## src/rtl/complex_alu_pipe_pkg.sv

```systemverilog
// Shared parameters for the complex ALU pipeline: default width, opcode encodings and latency.
package complex_alu_pipe_pkg;

  localparam int unsigned DataWidth   = 16;
  localparam int unsigned PipeLatency = 4;

  typedef enum logic [2:0] {
    OpPass   = 3'b000,
    OpCmul   = 3'b100,
    OpMulAdd = 3'b101,
    OpMulSub = 3'b110,
    OpCmac   = 3'b111
  } op_e;

  function automatic logic is_valid_op(input logic [2:0] op);
    return (op == OpPass) || op[2];
  endfunction

endpackage

```

## src/rtl/complex_alu_pipe_if.sv

```systemverilog
// Sample/result bus of the complex ALU pipeline; master drives samples, slave is the ALU.
interface complex_alu_pipe_if #(
  parameter int unsigned DATA_WIDTH = 16
);
  logic                    in_valid;
  logic [2:0]              opcode;
  logic                    acc_first;
  logic                    acc_last;
  logic [2*DATA_WIDTH-1:0] din_1;
  logic [2*DATA_WIDTH-1:0] din_2;
  logic [2*DATA_WIDTH-1:0] din_3;
  logic                    sat_clr;
  logic                    out_valid;
  logic [2*DATA_WIDTH-1:0] dout;
  logic                    sat;
  logic                    sat_sticky;

  modport master (
    output in_valid, opcode, acc_first, acc_last, din_1, din_2, din_3, sat_clr,
    input  out_valid, dout, sat, sat_sticky
  );

  modport slave (
    input  in_valid, opcode, acc_first, acc_last, din_1, din_2, din_3, sat_clr,
    output out_valid, dout, sat, sat_sticky
  );
endinterface

```

## src/rtl/cplx_round_sat.sv

```systemverilog
// Rounds one component (add half LSB, arithmetic shift by SHIFT) and saturates to DATA_WIDTH.
module cplx_round_sat #(
  parameter int unsigned DATA_WIDTH = 16,
  parameter int unsigned SHIFT      = 15,
  parameter int unsigned ACC_WIDTH  = 37
) (
  input  logic signed [ACC_WIDTH-1:0]  val,
  output logic signed [DATA_WIDTH-1:0] res,
  output logic                         clip
);
  // One extra bit so the rounding add cannot wrap at the accumulator extremes.
  localparam int unsigned SW = ACC_WIDTH + 1;
  localparam logic signed [SW-1:0] Half = (SHIFT == 0) ? '0 : (SW'(1) << (SHIFT - 1));
  localparam logic signed [SW-1:0] MaxV = (SW'(1) << (DATA_WIDTH - 1)) - SW'(1);
  localparam logic signed [SW-1:0] MinV = -(SW'(1) << (DATA_WIDTH - 1));

  logic signed [SW-1:0] rnd, shr;

  always_comb begin
    rnd  = SW'(val) + Half;
    shr  = rnd >>> SHIFT;
    clip = 1'b0;
    res  = shr[DATA_WIDTH-1:0];
    if (shr > MaxV) begin
      clip = 1'b1;
      res  = MaxV[DATA_WIDTH-1:0];
    end else if (shr < MinV) begin
      clip = 1'b1;
      res  = MinV[DATA_WIDTH-1:0];
    end
  end
endmodule

```

## src/rtl/complex_alu_pipe.sv

```systemverilog
// Four-stage complex multiply / multiply-add / MAC pipeline with rounding and saturation.
module complex_alu_pipe
  import complex_alu_pipe_pkg::*;
#(
  parameter int unsigned DATA_WIDTH = DataWidth,
  parameter int unsigned SHIFT      = DATA_WIDTH - 1,
  parameter int unsigned ACC_GUARD  = 4
) (
  input logic               clk,
  input logic               rst,
  complex_alu_pipe_if.slave bus
);
  localparam int unsigned W    = DATA_WIDTH;
  localparam int unsigned DW   = 2 * W;
  localparam int unsigned AccW = 2 * W + 1 + ACC_GUARD;

  logic          s1_valid, s1_first, s1_last;
  op_e           s1_op;
  logic [DW-1:0] s1_x, s1_y, s1_z;

  always_ff @(posedge clk or negedge rst) begin
    if (!rst) begin
      s1_valid <= 1'b0;
      s1_first <= 1'b0;
      s1_last  <= 1'b0;
      s1_op    <= OpPass;
      s1_x     <= '0;
      s1_y     <= '0;
      s1_z     <= '0;
    end else begin
      s1_valid <= bus.in_valid && is_valid_op(bus.opcode);
      s1_first <= bus.acc_first;
      s1_last  <= bus.acc_last;
      s1_op    <= op_e'(bus.opcode);
      s1_x     <= bus.din_1;
      s1_y     <= bus.din_2;
      s1_z     <= bus.din_3;
    end
  end

  logic signed [W-1:0]  xi, xq, yi, yq;
  logic signed [DW-1:0] p_ii, p_qq, p_qi, p_iq;
  logic                 s2_valid, s2_first, s2_last;
  op_e                  s2_op;
  logic [DW-1:0]        s2_base;

  assign xi = s1_x[DW-1:W];
  assign xq = s1_x[W-1:0];
  assign yi = s1_y[DW-1:W];
  assign yq = s1_y[W-1:0];

  always_ff @(posedge clk or negedge rst) begin
    if (!rst) begin
      s2_valid <= 1'b0;
      s2_first <= 1'b0;
      s2_last  <= 1'b0;
      s2_op    <= OpPass;
      s2_base  <= '0;
      p_ii     <= '0;
      p_qq     <= '0;
      p_qi     <= '0;
      p_iq     <= '0;
    end else begin
      s2_valid <= s1_valid;
      s2_first <= s1_first;
      s2_last  <= s1_last;
      s2_op    <= s1_op;
      // PASS reuses the addend path, so x rides along in place of z.
      s2_base  <= (s1_op == OpPass) ? s1_x : s1_z;
      p_ii     <= xi * yi;
      p_qq     <= xq * yq;
      p_qi     <= xq * yi;
      p_iq     <= xi * yq;
    end
  end

  logic signed [AccW-1:0] prod_i, prod_q, base_i, base_q;
  logic signed [AccW-1:0] acc_i_d, acc_q_d, acc_i_q, acc_q_q;
  logic signed [AccW-1:0] comb_i, comb_q, s3_i, s3_q;
  logic                   s3_valid;

  always_comb begin
    prod_i  = AccW'(p_ii) - AccW'(p_qq);
    prod_q  = AccW'(p_qi) + AccW'(p_iq);
    base_i  = AccW'($signed(s2_base[DW-1:W])) <<< SHIFT;
    base_q  = AccW'($signed(s2_base[W-1:0])) <<< SHIFT;
    acc_i_d = s2_first ? prod_i : acc_i_q + prod_i;
    acc_q_d = s2_first ? prod_q : acc_q_q + prod_q;
    unique case (s2_op)
      OpPass:   begin comb_i = base_i;          comb_q = base_q;          end
      OpCmul:   begin comb_i = prod_i;          comb_q = prod_q;          end
      OpMulAdd: begin comb_i = base_i + prod_i; comb_q = base_q + prod_q; end
      OpMulSub: begin comb_i = base_i - prod_i; comb_q = base_q - prod_q; end
      OpCmac:   begin comb_i = acc_i_d;         comb_q = acc_q_d;         end
      default:  begin comb_i = prod_i;          comb_q = prod_q;          end
    endcase
  end

  always_ff @(posedge clk or negedge rst) begin
    if (!rst) begin
      acc_i_q  <= '0;
      acc_q_q  <= '0;
      s3_valid <= 1'b0;
      s3_i     <= '0;
      s3_q     <= '0;
    end else begin
      if (s2_valid && (s2_op == OpCmac)) begin
        acc_i_q <= acc_i_d;
        acc_q_q <= acc_q_d;
      end
      s3_valid <= s2_valid && ((s2_op != OpCmac) || s2_last);
      s3_i     <= comb_i;
      s3_q     <= comb_q;
    end
  end

  logic signed [W-1:0] rs_i, rs_q;
  logic                clip_i, clip_q;

  cplx_round_sat #(
    .DATA_WIDTH (W),
    .SHIFT      (SHIFT),
    .ACC_WIDTH  (AccW)
  ) u_rs_i (
    .val  (s3_i),
    .res  (rs_i),
    .clip (clip_i)
  );

  cplx_round_sat #(
    .DATA_WIDTH (W),
    .SHIFT      (SHIFT),
    .ACC_WIDTH  (AccW)
  ) u_rs_q (
    .val  (s3_q),
    .res  (rs_q),
    .clip (clip_q)
  );

  logic          out_valid_q, sat_q, sticky_q;
  logic [DW-1:0] dout_q;

  always_ff @(posedge clk or negedge rst) begin
    if (!rst) begin
      out_valid_q <= 1'b0;
      sat_q       <= 1'b0;
      sticky_q    <= 1'b0;
      dout_q      <= '0;
    end else begin
      out_valid_q <= s3_valid;
      sat_q       <= s3_valid && (clip_i || clip_q);
      dout_q      <= {rs_i, rs_q};
      // A new saturation outranks a coincident clear.
      if (s3_valid && (clip_i || clip_q)) begin
        sticky_q <= 1'b1;
      end else if (bus.sat_clr) begin
        sticky_q <= 1'b0;
      end
    end
  end

  assign bus.out_valid  = out_valid_q;
  assign bus.dout       = dout_q;
  assign bus.sat        = sat_q;
  assign bus.sat_sticky = sticky_q;
endmodule

```

## src/flat_wrapper.sv

```systemverilog
// flat-port wrapper written by rule: the top's interface ports become plain ports
module complex_alu_pipe_flat import complex_alu_pipe_pkg::*;
#(
  parameter int unsigned DATA_WIDTH = DataWidth,
  parameter int unsigned SHIFT      = DATA_WIDTH - 1,
  parameter int unsigned ACC_GUARD  = 4
)
  (clk, rst, bus_in_valid, bus_opcode, bus_acc_first, bus_acc_last, bus_din_1, bus_din_2, bus_din_3, bus_sat_clr, bus_out_valid, bus_dout, bus_sat, bus_sat_sticky);
  complex_alu_pipe_if #(.DATA_WIDTH(DATA_WIDTH)) bus_i ();
  input logic clk;
  input logic rst;
  input wire logic [$bits(bus_i.in_valid)-1:0] bus_in_valid;
  input wire logic [$bits(bus_i.opcode)-1:0] bus_opcode;
  input wire logic [$bits(bus_i.acc_first)-1:0] bus_acc_first;
  input wire logic [$bits(bus_i.acc_last)-1:0] bus_acc_last;
  input wire logic [$bits(bus_i.din_1)-1:0] bus_din_1;
  input wire logic [$bits(bus_i.din_2)-1:0] bus_din_2;
  input wire logic [$bits(bus_i.din_3)-1:0] bus_din_3;
  input wire logic [$bits(bus_i.sat_clr)-1:0] bus_sat_clr;
  output wire logic [$bits(bus_i.out_valid)-1:0] bus_out_valid;
  output wire logic [$bits(bus_i.dout)-1:0] bus_dout;
  output wire logic [$bits(bus_i.sat)-1:0] bus_sat;
  output wire logic [$bits(bus_i.sat_sticky)-1:0] bus_sat_sticky;
  assign bus_i.in_valid = bus_in_valid;
  assign bus_i.opcode = bus_opcode;
  assign bus_i.acc_first = bus_acc_first;
  assign bus_i.acc_last = bus_acc_last;
  assign bus_i.din_1 = bus_din_1;
  assign bus_i.din_2 = bus_din_2;
  assign bus_i.din_3 = bus_din_3;
  assign bus_i.sat_clr = bus_sat_clr;
  assign bus_out_valid = bus_i.out_valid;
  assign bus_dout = bus_i.dout;
  assign bus_sat = bus_i.sat;
  assign bus_sat_sticky = bus_i.sat_sticky;
  complex_alu_pipe #(.DATA_WIDTH(DATA_WIDTH), .SHIFT(SHIFT), .ACC_GUARD(ACC_GUARD)) u_core (.clk(clk), .rst(rst), .bus(bus_i));
endmodule
```

## config.mk

```make
export PLATFORM = sky130hd
export DESIGN_NAME = complex_alu_pipe_flat
export DESIGN_NICKNAME = d
export VERILOG_FILES = /design/src/rtl/complex_alu_pipe_pkg.sv /design/src/rtl/complex_alu_pipe_if.sv /design/src/rtl/cplx_round_sat.sv /design/src/rtl/complex_alu_pipe.sv /design/src/flat_wrapper.sv
export SDC_FILE = /design/constraint.sdc
export NUM_CORES = 2
export LEC_CHECK = 0
export BUFFER_PORTS_ARGS = -buffer_cell sky130_fd_sc_hd__buf_2
export CAP_MARGIN = 40
export CORE_MARGIN = 8
export CORE_UTILIZATION = 40
export DETAILED_ROUTE_END_ITERATION = 8
export GPL_ROUTABILITY_DRIVEN = 0
export GPL_TIMING_DRIVEN = 1
export PLACE_DENSITY = 0.59
export SLEW_MARGIN = 20
export SYNTH_ARGS = -nofsm -noshare
export SYNTH_HDL_FRONTEND = slang
export SYNTH_SLANG_ARGS = --single-unit
```

## constraint.sdc

```tcl
create_clock -name clk -period 6.5 [get_ports clk]
set_clock_uncertainty 0.05 [all_clocks]
set_input_delay 0.975 -clock clk [delete_from_list [all_inputs] [get_ports clk]]
set_output_delay 0.975 -clock clk [all_outputs]
set_load 0.005 [all_outputs]
```

==> summary.md <==
| Metric | Value |
|---|---|
| Status | completed |
| Synth cell types | 91 |
| Synth Area per Inst | 9.09 sq um |
| HPWL after DPL | 160 mm |
| # H-tree levels | 2 |
| CTS clk-pin slew, worst paths | 60 ps |
| FILL cells | 15,300 |
| Post-synth ARST share | 1.00 |
| Share of cells above drive strength 1 | 0.124 |
| Top cells by area, synth | fa_1, dfrtp_1, ha_1, inv_1, and2_1 |
| Max Cap Viol | 0 |
| GR Overflow Total | 0 |
| Post-synth EDFFs | 0 |
| Total clock sinks | 424 |
| FMAX | 156 MHz |
| Starting density of the core | 0.403 |
| R2R setup slack | 80 ps |
| Largest family of logic cells by synthesized area | adder cells |
| Yosys Warn Count | 0 |
| Commonest non-fill, non-tap cell in the layout | inv_1 |
| Cells after synthesis | 7,132 |
| Worst setup path class | reg -> reg |
| Starting DRT DRC Count | 3,063 |
| Seq cells post-synth | 424 |
| IO Count | 140 |
| Vias per cell | 5.16 |
| Pre-Repair DR Iteration Count | 5 |
| WP data required | 7030 ps |
| Worst path bufs/invs | 6 |
| RSZ-0062 raised after global routing | yes |
| Fin nets | 9,217 |
| Synth-to-Final Area Change | 14.7% |
| CP Launch Type | flip-flop |
| Post-Synth Simple-Gate Area | 0.144 |
| Most used DFF post-synth | dfrtp_1 |
| Endpoints failing hold | 0 |
| Core area | 161,000 sq um |
| Post-synthesis mux area share | 0.0113 |
| CP delay by family, top | adder cells |
| Max Root-Sink Buffers | 3 |
| Via count | 50,200 |
| Final Critical Period | 6420 ps |
| First-pass GRT wire length | 304 mm |
| Port Buffers | 139 |
| Register Area | 10,600 sq um |
| Cell Area, Synth | 64,800 sq um |
| Largest net degree at the start of global routing | 119 |
| Initial antenna violation count | 15 |
| Post-synth net total | 8,829 |
| Avg WL per Cell | 20.2 um |
| Die width | 419 um |
| Critical path capture point type | flip-flop |
| Clock root buffer | clkbuf_16 |
| Synth top area share | 0.325 |
| Worst hold path class | in -> async |
| Final setup violation count | 0 |
| ANT nets after route | 0 |
| TritonCTS clock tree | done |
| Slew @ Worst Pin | 845 ps |
| Crit-path max cell delay | 550 ps |
| Most frequent cells in the layout | inv_1, fa_1, nand2_1, ha_1, and2_1 |
| Drc violations | 0 |
| Area after DPL | 71,100 sq um |
| Multi-input logic area | 48,600 sq um |
| Vias in the first global route | 53,100 |
| Post-Route WL | 196 mm |
| Post-synth top area cell | fa_1 |
| Worst slew margin relative to its limit | 0.437 |
| Seq/Total Area, Yosys | 0.164 |
| Post-synthesis adder-cell area fraction | 0.429 |
| TritonCTS buffer count | 57 |
| Critical Path AT | 6950 ps |
| Final period util | 0.988 |
| Synth Area in Compound Gates | 0.112 |
| Fin Hold WS | 168 ps |
| Final Instance Count excl. Fillers | 9,734 |
| Slowest cell on crit path | fa_1 |
| Final Slew Violations | 0 |
| Crit path max fanout | 3 |
| Worst-Skew Late Latency | 690 ps |
| Full die area | 175,000 sq um |
| DIE HEIGHT | 419 um |
| Total Routing Usage GR | 0.220 |
| DP Cell Count | 9,569 |
| Post-route cell area | 74,400 sq um |
| Row cnt | 147 |
| Xor and xnor area share after synthesis | 0.0442 |
[sequential cells by signal (all words and copies together), names as in the netlist, 3 cells and up]
| name | cells |
|---|---|
| u_core.acc_q_q | 37 |
| u_core.acc_i_q | 37 |
| u_core.s1_op | 3 |
| u_core.p_qi | 32 |
| u_core.bus.dout | 32 |
| u_core.s1_z | 32 |
| u_core.s1_x | 32 |
| u_core.s3_i | 23 |
| u_core.s2_op | 3 |
| u_core.s3_q | 23 |
| u_core.p_ii | 32 |
| u_core.s1_y | 32 |
| u_core.s2_base | 32 |
| u_core.p_iq | 32 |
| u_core.p_qq | 32 |
[layer usage]
metal | routed length [um] | GRT usage | part of all wire
met1 | 83000 | 0.285 | 0.42
met2 | 94800 | 0.381 | 0.48
met3 | 10600 | 0.0274 | 0.054
met5 | 28 | 0 | 0.00014
met4 | 7890 | 0.0745 | 0.040
[kinds of logic after synthesis]
logic type / Yosys count
and+or+nand+nor: 1940
buffers and inverters: 1657
DFF: 424
AOI/OAI and AO/OA: 1125
muxes: 67
adders and majority gates: 1592
xor gates and xnor gates: 327
[synthesized netlist by cell type, drive strengths merged (30+ instances only)]
master  number
a211oi      37
a21o       129
a21oi      305
a31oi       42
and2       505
and3        30
clkbuf     273
dfrtp      424
fa        1054
ha         538
inv       1362
mux2        38
nand2      742
nand2b      54
nand3       64
nor2       328
nor2b       32
nor3        82
o21a        37
o21ai      270
o21bai      63
xnor2      230
xor2        97
[cell type report]
type                            instances  area share
Inverter                             1364      0.0688
Sequential cell                       424       0.143
Timing Repair Buffer                  622      0.0715
Clock buffer                           75      0.0212
Tap cell                             2160      0.0363
Multi-Input combinational cell       5051       0.653
Clock inverter                         32     0.00567
Antenna cell                            6    0.000202
[final timing paths]
| check | depth (start not counted) | end | start |
|---|---|---|---|
| worst max-delay path | 26 | u_core.p_ii[29] | u_core.s1_y[20] |
| worst min-delay path | 1 | u_core.acc_i_q[5] | rst |
| worst max register to register | 26 | u_core.p_ii[29] | u_core.s1_y[20] |
| worst min register to register | 0 | u_core.s2_last | u_core.s1_last |
| max in group asynchronous | 2 | u_core.s2_first | rst |
| min in group clk | 0 | u_core.s2_last | u_core.s1_last |
[per-stage QoR]
step | worst slack, ps | utilization | setup TNS [ps]
6_report | 81.2 | 0.463 | 0
5_1_grt | -119 | 0.463 | -769
4_1_cts | -9.68 | 0.456 | -9.68
3_5_place_dp | -222 | 0.442 | -1600
3_3_place_gp | -136 | 0.442 | -786
2_1_floorplan | 114 | - | 0
[repair_timing]
| action | in CTS | in global routing |
|---|---|---|
| buffers inserted | 14 | 33 |
| setup endpoints to repair | 16 | 46 |
| hold buffers | 0 | 0 |
| gates cloned | 0 | 6 |
| pin swaps | 20 | 103 |
| resized for setup | 30 | 166 |
Power is left out: the tool's default activity adds up to more than one toggle a clock period on the data nets, which glitch-free logic cannot reach.
